$ cat src/rtl/mc_bank_sequencer.sv
// Single-bank DRAM command sequencer: buffers decoded commands in a FIFO and
// releases them onto the DRAM bus when bank state and tRCD/tRAS/tRP allow.
module mc_bank_sequencer #(
    parameter int FIFO_DEPTH = 4,
    parameter int T_RCD      = 3,
    parameter int T_RAS      = 6,
    parameter int T_RP       = 3
) (
    input  logic        clk,
    input  logic        reset,
    input  logic [3:0]  cmd_decoded,
    input  logic [31:0] address,
    output logic        dram_cmd_valid,
    output logic [3:0]  dram_cmd,
    output logic [31:0] dram_addr,
    output logic        bank_open,
    output logic        fifo_full,
    output logic        overflow,
    output logic        proto_err
);

    localparam logic [3:0] CMD_ACT   = 4'b0001;
    localparam logic [3:0] CMD_READ  = 4'b0010;
    localparam logic [3:0] CMD_WRITE = 4'b0011;
    localparam logic [3:0] CMD_PRE   = 4'b0100;

    localparam int AW      = $clog2(FIFO_DEPTH);
    localparam int CNT_MAX = (T_RCD > T_RAS) ? T_RCD : T_RAS;
    localparam int CW_RAW  = $clog2(CNT_MAX + T_RP + 1);
    localparam int CW      = (CW_RAW > 8) ? CW_RAW : 8;

    typedef enum logic [1:0] {
        CLOSED      = 2'd0,
        ACTIVATING  = 2'd1,
        ACTIVE      = 2'd2,
        PRECHARGING = 2'd3
    } bank_state_t;

    logic [3:0]    fifo_cmd  [FIFO_DEPTH];
    logic [31:0]   fifo_addr [FIFO_DEPTH];
    logic [AW-1:0] wr_ptr_reg, rd_ptr_reg;
    logic [AW:0]   count_reg;
    bank_state_t   state_reg;
    logic [CW-1:0] act_cnt_reg, pre_cnt_reg;

    logic        in_is_cmd, full, push, pop, issue, discard;
    logic [3:0]  head_cmd;
    logic [31:0] head_addr;
    logic        rcd_ok, ras_ok, rp_ok;
    logic        eff_closed, eff_activating, eff_active, eff_precharging;

    assign in_is_cmd = (cmd_decoded >= CMD_ACT) && (cmd_decoded <= CMD_PRE);
    assign full      = (count_reg == (AW+1)'(FIFO_DEPTH));
    assign push      = in_is_cmd && !full;
    assign head_cmd  = fifo_cmd[rd_ptr_reg];
    assign head_addr = fifo_addr[rd_ptr_reg];
    assign fifo_full = full;

    // The counters start at 1 in the cycle the issuing command is on the bus,
    // so a count of N at the deciding edge puts the follower on the bus at +N.
    assign rcd_ok = (act_cnt_reg >= CW'(T_RCD));
    assign ras_ok = (act_cnt_reg >= CW'(T_RAS));
    assign rp_ok  = (pre_cnt_reg >= CW'(T_RP));

    // Timer expiry is honoured in the same cycle the state register moves on.
    assign eff_active      = (state_reg == ACTIVE) || (state_reg == ACTIVATING && rcd_ok);
    assign eff_activating  = (state_reg == ACTIVATING) && !rcd_ok;
    assign eff_closed      = (state_reg == CLOSED) || (state_reg == PRECHARGING && rp_ok);
    assign eff_precharging = (state_reg == PRECHARGING) && !rp_ok;

    always_comb begin
        issue   = 1'b0;
        discard = 1'b0;
        if (count_reg != '0) begin
            case (head_cmd)
                CMD_ACT: begin
                    if (eff_closed)
                        issue = 1'b1;
                    else if (!eff_precharging)
                        discard = 1'b1;
                end
                CMD_READ, CMD_WRITE: begin
                    if (eff_active)
                        issue = 1'b1;
                    else if (!eff_activating)
                        discard = 1'b1;
                end
                CMD_PRE: begin
                    if (eff_active && ras_ok)
                        issue = 1'b1;
                    else if (!(eff_active || eff_activating))
                        discard = 1'b1;
                end
                default: discard = 1'b1;
            endcase
        end
    end

    assign pop = issue || discard;

    always_ff @(posedge clk) begin
        if (push) begin
            fifo_cmd[wr_ptr_reg]  <= cmd_decoded;
            fifo_addr[wr_ptr_reg] <= address;
        end
    end

    always_ff @(posedge clk) begin
        if (reset) begin
            wr_ptr_reg <= '0;
            rd_ptr_reg <= '0;
            count_reg  <= '0;
        end else begin
            if (push)
                wr_ptr_reg <= wr_ptr_reg + AW'(1);
            if (pop)
                rd_ptr_reg <= rd_ptr_reg + AW'(1);
            case ({push, pop})
                2'b10:   count_reg <= count_reg + (AW+1)'(1);
                2'b01:   count_reg <= count_reg - (AW+1)'(1);
                default: count_reg <= count_reg;
            endcase
        end
    end

    // Bank FSM, timers and registered bus outputs
    always_ff @(posedge clk) begin
        if (reset) begin
            state_reg      <= CLOSED;
            act_cnt_reg    <= '0;
            pre_cnt_reg    <= '0;
            dram_cmd_valid <= 1'b0;
            dram_cmd       <= 4'b0000;
            dram_addr      <= '0;
            bank_open      <= 1'b0;
            overflow       <= 1'b0;
            proto_err      <= 1'b0;
        end else begin
            if (issue && head_cmd == CMD_ACT)
                act_cnt_reg <= CW'(1);
            else if (act_cnt_reg < CW'(CNT_MAX))
                act_cnt_reg <= act_cnt_reg + CW'(1);

            if (issue && head_cmd == CMD_PRE)
                pre_cnt_reg <= CW'(1);
            else if (pre_cnt_reg < CW'(T_RP))
                pre_cnt_reg <= pre_cnt_reg + CW'(1);

            if (issue && head_cmd == CMD_ACT)
                state_reg <= ACTIVATING;
            else if (issue && head_cmd == CMD_PRE)
                state_reg <= PRECHARGING;
            else if (state_reg == ACTIVATING && rcd_ok)
                state_reg <= ACTIVE;
            else if (state_reg == PRECHARGING && rp_ok)
                state_reg <= CLOSED;

            dram_cmd_valid <= issue;
            dram_cmd       <= issue ? head_cmd : 4'b0000;
            if (issue)
                dram_addr <= head_addr;
            bank_open <= (state_reg == ACTIVATING) || (state_reg == ACTIVE);
            overflow  <= in_is_cmd && full;
            proto_err <= discard;
        end
    end

endmodule

$ cat config.mk
export PLATFORM = sky130hd
export DESIGN_NAME = mc_bank_sequencer
export DESIGN_NICKNAME = d
export VERILOG_FILES = /design/src/rtl/mc_bank_sequencer.sv
export SDC_FILE = /design/constraint.sdc
export NUM_CORES = 1
export LEC_CHECK = 0
export ABC_AREA = 1
export CAP_MARGIN = 20
export CORE_UTILIZATION = 61
export DETAILED_ROUTE_END_ITERATION = 16
export PLACE_DENSITY = 0.8
export SKIP_CTS_REPAIR_TIMING = 1
export SLEW_MARGIN = 20
export SYNTH_ARGS = -nofsm -noshare
export SYNTH_HDL_FRONTEND = slang
export SYNTH_SLANG_ARGS = --single-unit
$ cat constraint.sdc
create_clock -name clk -period 6.1 [get_ports clk]
set_clock_uncertainty 0.1 [all_clocks]
set_input_delay 1.22 -clock clk [delete_from_list [all_inputs] [get_ports clk]]
set_output_delay 1.22 -clock clk [all_outputs]
set_load 0.01 [all_outputs]
# Word-level counts from Yosys, hierarchy flattened
# Memories as Yosys holds them, arrays and structs flattened. A register that Yosys moved wholly into a read port is not among the register bits.
# Index checks and enable logic that the tools add are counted.
dict set report word_totals {
  reg_bits 33
  mem_bits_rw 144
  in_bits 38
  elab_cells 95
  n_memories 2
}
dict set report op_classes {
  add_sub_neg 6
  n_lt_le_gt_ge 7
  eq_ne 10
  mux 26
  bitwise_logic 1
  n_reduce_logical 29
}
# name depth width rd rd_clocked_by_memory_dff wr line_no
set memory_table {}
lappend memory_table {fifo_addr 4 32 1 1 1 40} ;# logic [31:0] fifo_addr [FIFO_DEPTH];
lappend memory_table {fifo_cmd 4 4 1 1 1 39} ;# logic [3:0] fifo_cmd [FIFO_DEPTH];
# cell n
set op_table {}
lappend op_table {{two-way mux 1 bit} 18}
lappend op_table {{adder 8 x 1 -> 8 bit, second input constant} 2}
lappend op_table {{>= comparator 8 x 2 -> 1 bit, second input constant} 2}
lappend op_table {{logical AND 1 bit} 10}
lappend op_table {{two-way mux 2 bit} 5}
lappend op_table {{equality test 4 x 2 -> 1 bit, second input constant} 2}
lappend op_table {{>= comparator 8 x 3 -> 1 bit, second input constant} 1}
lappend op_table {{< comparator 8 x 2 -> 1 bit, second input constant} 1}
lappend op_table {{< comparator 8 x 3 -> 1 bit, second input constant} 1}
lappend op_table {{OR reduction 2 bit} 4}
lappend op_table {{equality test 2 bit, second input constant} 3}
lappend op_table {{one-hot mux 1 bit (3 select lines)} 2}
lappend op_table {{one-hot mux 3 bit (2 select lines)} 1}
lappend op_table {{nonzero test 2 bit} 3}
lappend op_table {{nonzero test 3 bit} 2}
lappend op_table {{logical OR 1 bit} 5}
lappend op_table {{adder 2 x 1 -> 2 bit, second input constant} 2}
lappend op_table {{equality test 2 x 1 -> 1 bit, second input constant} 2}
lappend op_table {{equality test 4 x 1 -> 1 bit, second input constant} 1}
lappend op_table {{equality test 4 x 3 -> 1 bit, second input constant} 1}
lappend op_table {{>= comparator 4 x 1 -> 1 bit, second input constant} 1}
lappend op_table {{<= comparator 4 x 3 -> 1 bit, second input constant} 1}
lappend op_table {{nonzero test 4 bit} 1}
lappend op_table {{adder 3 x 1 -> 3 bit, second input constant} 1}
lappend op_table {{other kinds (5)} 7}

# Depth between registers and ports, before layout
dict set report depth {
  ltp_word 11
  mapped_depth 20
  mapped_depth_nobuf 19
}

# Worst setup path before layout
# Ideal clock, no wire load.
dict set report synth_path {
  path_type {in2reg}
  start {input port cmd_decoded[1]}
  end {memory fifo_addr[0][0], enable pin}
  setup_ns 0.429
  arrival_time_ns 3.366
  setup_slack_ns 2.205
  stages 6
  n_path_buf 0
  path_cell_list {o21ai_0 -> nor3b_1 -> inv_1 -> nor2_1 -> inv_1 -> nor2_1}
}
dict set report synth_between {
  elab_chain_cells 5
}
# element line_no
set synth_rtl {}
lappend synth_rtl {{start, declared} 11} ;# input logic [3:0] cmd_decoded,
lappend synth_rtl {{>= comparator 4 x 1 -> 1 bit or <= comparator 4 x 3 -> 1 bit (tied branches)} 52} ;# assign in_is_cmd = (cmd_decoded >= CMD_ACT) && (cmd_decoded <= CMD_PRE);
lappend synth_rtl {{logical AND 1 bit *} 52}
lappend synth_rtl {{logical AND 1 bit *} 54} ;# assign push = in_is_cmd && !full;
lappend synth_rtl {{two-way mux 1 bit *} 102} ;# if (push) begin
lappend synth_rtl {{two-way mux 1 bit (not written as such) *} 104} ;# fifo_addr[wr_ptr_reg] <= address;
lappend synth_rtl {{end, declared} 40}
# Every way passes the cells marked *; elsewhere a longest branch is shown, timed or not.

# Final worst setup path
dict set report layout_path {
  start {input port cmd_decoded[1]}
  end {register count_reg[2]}
}
dict set report layout_between {
  elab_chain_cells 5
}
# element line_no
set layout_rtl {}
lappend layout_rtl {{>= comparator 4 x 1 -> 1 bit or <= comparator 4 x 3 -> 1 bit (tied branches)} 52}
lappend layout_rtl {{logical AND 1 bit *} 52}
lappend layout_rtl {{logical AND 1 bit *} 54}
lappend layout_rtl {{equality test 2 x 1 -> 1 bit or equality test 2 bit (tied branches)} 118} ;# case ({push, pop})
lappend layout_rtl {{one-hot mux 3 bit (2 select lines) or nonzero test 2 bit (tied branches)} -}
lappend layout_rtl {{end signal, assigned} 119} ;# 2'b10: count_reg <= count_reg + (AW+1)'(1);
lappend layout_rtl {{end signal, assigned} 120} ;# 2'b01: count_reg <= count_reg - (AW+1)'(1);
lappend layout_rtl {{end signal, assigned} 121} ;# default: count_reg <= count_reg;
lappend layout_rtl {{end, declared} 42} ;# logic [AW:0] count_reg;
# Marked as above.
# A chain may end at the register's enable or synchronous reset.

==> impl_metrics.env <==
export IMPL_setup_viol=0
export IMPL_vias=5494
export IMPL_relSlewSlack_pct=30.0
export IMPL_cts_path_max_buffers=3
export IMPL_num_nets_final=830
export IMPL_finalSetupTns_ps=0
export IMPL_area_growth_pct=20.1
export IMPL_hpwlAfterDp_mm=10.1
export IMPL_yosysSeqAreaShare_pct=70.4
export IMPL_grt_usage_pct=24.9
export IMPL_path_clk_slew_ps=60
export IMPL_hold_path_class="register to register"
export IMPL_cts_buffers=21
export IMPL_rows=41
export IMPL_leakagePower_nw=3.44
export IMPL_post_route_min_period_ps=3650
export IMPL_synth_area_mm2=0.00804
export IMPL_outcome="finished, final reports clean"
export IMPL_place_gp_congestion=0.786
export IMPL_worst_ep_required_time_ps=6370
export IMPL_async_reset_ff_share_pct=0
export IMPL_portBuffers=78
export IMPL_synth_ff_type="edfxtp_1"
export IMPL_cts_tree="done"
export IMPL_clk_latency_ps=490
export IMPL_rsz0062_at_grt="false"
export IMPL_core_area_mm2=0.0127
export IMPL_end_kind="register"
export IMPL_drc=0
export IMPL_yosys_top_cells_count="158 x nor2_1, 144 x edfxtp_1, 97 x o21ai_0, 67 x dfxtp_1, 51 x nand2_1"
export IMPL_antenna_found_initial=0
export IMPL_crit_fanout=7
export IMPL_largest_reg_flops=128
export IMPL_setup_worst_path_start_class="primary input"
export IMPL_syn_num_nets=754
export IMPL_chipHeight_um=117
export IMPL_top_register="fifo_addr"
export IMPL_drt_wl_total_mm=16.9
export IMPL_power_per_cell_area_mw_per_mm2=396
export IMPL_avgSynthCellArea_um2=11.4
export IMPL_antenna_diode_count=0
export IMPL_grt_pass1_wl_mm=25.6
export IMPL_layout_drive_gt1_share_pct=7.43
export IMPL_max_freq_mhz=274
export IMPL_reg_top3="fifo_addr x128, dram_addr x32, fifo_cmd x16"
export IMPL_viasPerCell=5.69
export IMPL_grt_max_degree=68
export IMPL_ant_nets=0
export IMPL_yosysMostFrequentCell="nor2_1"
export IMPL_htreeDepth=1
export IMPL_ir_drop_uv=306
export IMPL_yosys_warnings=0
export IMPL_worst_slew_pin_slew_ps=1050
export IMPL_ioPinCount=79
export IMPL_cap_violations=0
export IMPL_die_area_mm2=0.0136
export IMPL_critPathKind="primary input to register"
export IMPL_ys_types=30
export IMPL_hold_violations=0
export IMPL_postSynthCellCount=703
export IMPL_cts_sinks=211
export IMPL_hold_ws_ps=326
export IMPL_n_fill_cell=798
export IMPL_globalRouteOverflowTotal=0
export IMPL_synth_edf_count=144
export IMPL_grt_pass1_vias=5325
export IMPL_timing_final_crit_share_pct=59.8
export IMPL_yosysTopAreaCellShare_pct=53.8
export IMPL_ys_ff_latch=211
export IMPL_wl_per_cell_um=17.5
export IMPL_first_pass_iters=5
export IMPL_yosysTopAreaCell="edfxtp_1"
export IMPL_die_w_um=117
export IMPL_synth_area_leaders="edfxtp_1 54%, dfxtp_1 17%, nor2_1 7.4%"
export IMPL_arrival_ps=3920
export IMPL_clockRootBuffer="clkbuf_16"
export IMPL_slew_violations=0
export IMPL_fin_total_pwr_mw=3.82
export IMPL_drt_first_iter_violations=469
export IMPL_start_util_pct=63.2
-- layout make-up --
cell class / instances / area (um2) / area share [%]
clock buffer: 33 / 611 / 6.32
clock inverter: 5 / 31.3 / 0.324
inverter: 41 / 159 / 1.65
multi-input combinational: 419 / 2080 / 21.5
sequential: 211 / 5670 / 58.7
tap: 172 / 215 / 2.23
timing repair buffer: 85 / 898 / 9.30
-- routing by layer --
metal  part of all wire (%)  vias up  track usage, %
met5                      0        -               0
met4                    2.9        0            9.45
met3                    6.1       49            4.12
met2                     53      205            45.9
met1                     38     2643            29.2
li1                       -     2597               -
-- stage by stage --
stage          setup WS [ps]  cell area, um2  instances  utilization [%]
6_report                2450            9660        966             75.9
5_1_grt                 2330            9660        966             75.9
4_1_cts                 2490            9610        964             75.5
3_5_place_dp            2000            8970        926             70.5
3_3_place_gp            2100            8920        924             70.1
2_1_floorplan           2210            8040        703                -
-- path summary, 6_finish.rpt --
check / slack (ps) / from / depth (start not counted) / to
max: 2450 / cmd_decoded[1] / 13 / count_reg[2]$_SDFFE_PP0P_
min: 330 / act_cnt_reg[6]$_SDFFE_PP0N_ / 2 / act_cnt_reg[6]$_SDFFE_PP0N_
max reg2reg: 2760 / register / 17 / count_reg[2]$_SDFFE_PP0P_
min reg2reg: 330 / act_cnt_reg[6]$_SDFFE_PP0N_ / 2 / act_cnt_reg[6]$_SDFFE_PP0N_
-- logic make-up after synthesis --
group	synth area share (%)
AOI/OAI and AO/OA	10.2
adders and majority gates	2.12
xor gates and xnor gates	0.327
DFF	70.4
other	0.0466
buffers and inverters	4.12
and+or+nand+nor	12.8
-- critical path: stages --
cell             delay (ps)
clkdlybuf4s50_1         570
o21ai_0                 110
nor3b_1                 140
inv_1                    70
nor2_1                   60
inv_1                   390
ha_1                    230
inv_1                    80
fa_1                    420
a21oi_1                 220
o21ai_0                 170
o21ai_0                 180
a21oi_1                  60
-- power breakdown --
part,internal [mW],switching [mW],total (mW),leakage [nW]
registers,1.65,0.0548,1.70,1.85
clock network,0.689,0.499,1.19,0.313
logic,0.329,0.600,0.928,1.27
total,2.67,1.15,3.82,3.44
-- placed cells by master, fill, tap and decap left out --
cell,netlist,final
nand3_1,21,21
nand3_2,3,3
a21boi_0,1,1
inv_2,2,3
edfxtp_1,144,144
buf_16,0,2
inv_1,37,36
a21oi_1,16,16
nand3b_1,1,1
ha_1,12,12
nand4_1,1,1
dfxtp_2,0,1
nand2_1,51,51
inv_6,0,1
o22ai_1,32,32
nand2_2,3,3
o21ai_1,9,9
buf_12,0,2
clkinv_2,0,3
xnor2_1,1,1
conb_1,1,1
clkbuf_1,25,8
xor2_1,2,2
nor2_2,1,1
or2_2,1,1
clkbuf_16,0,21
nor2_4,1,5
nor2_1,158,154
nor3b_1,1,1
clkinvlp_4,0,1
clkbuf_8,0,4
fa_1,1,1
o21ai_0,97,97
nor3_1,2,2
clkdlybuf4s50_1,0,78
inv_4,2,2
dfxtp_1,67,66
nand2_4,3,3
buf_4,0,3
Note: power is estimated with default switching activity, not from simulation.
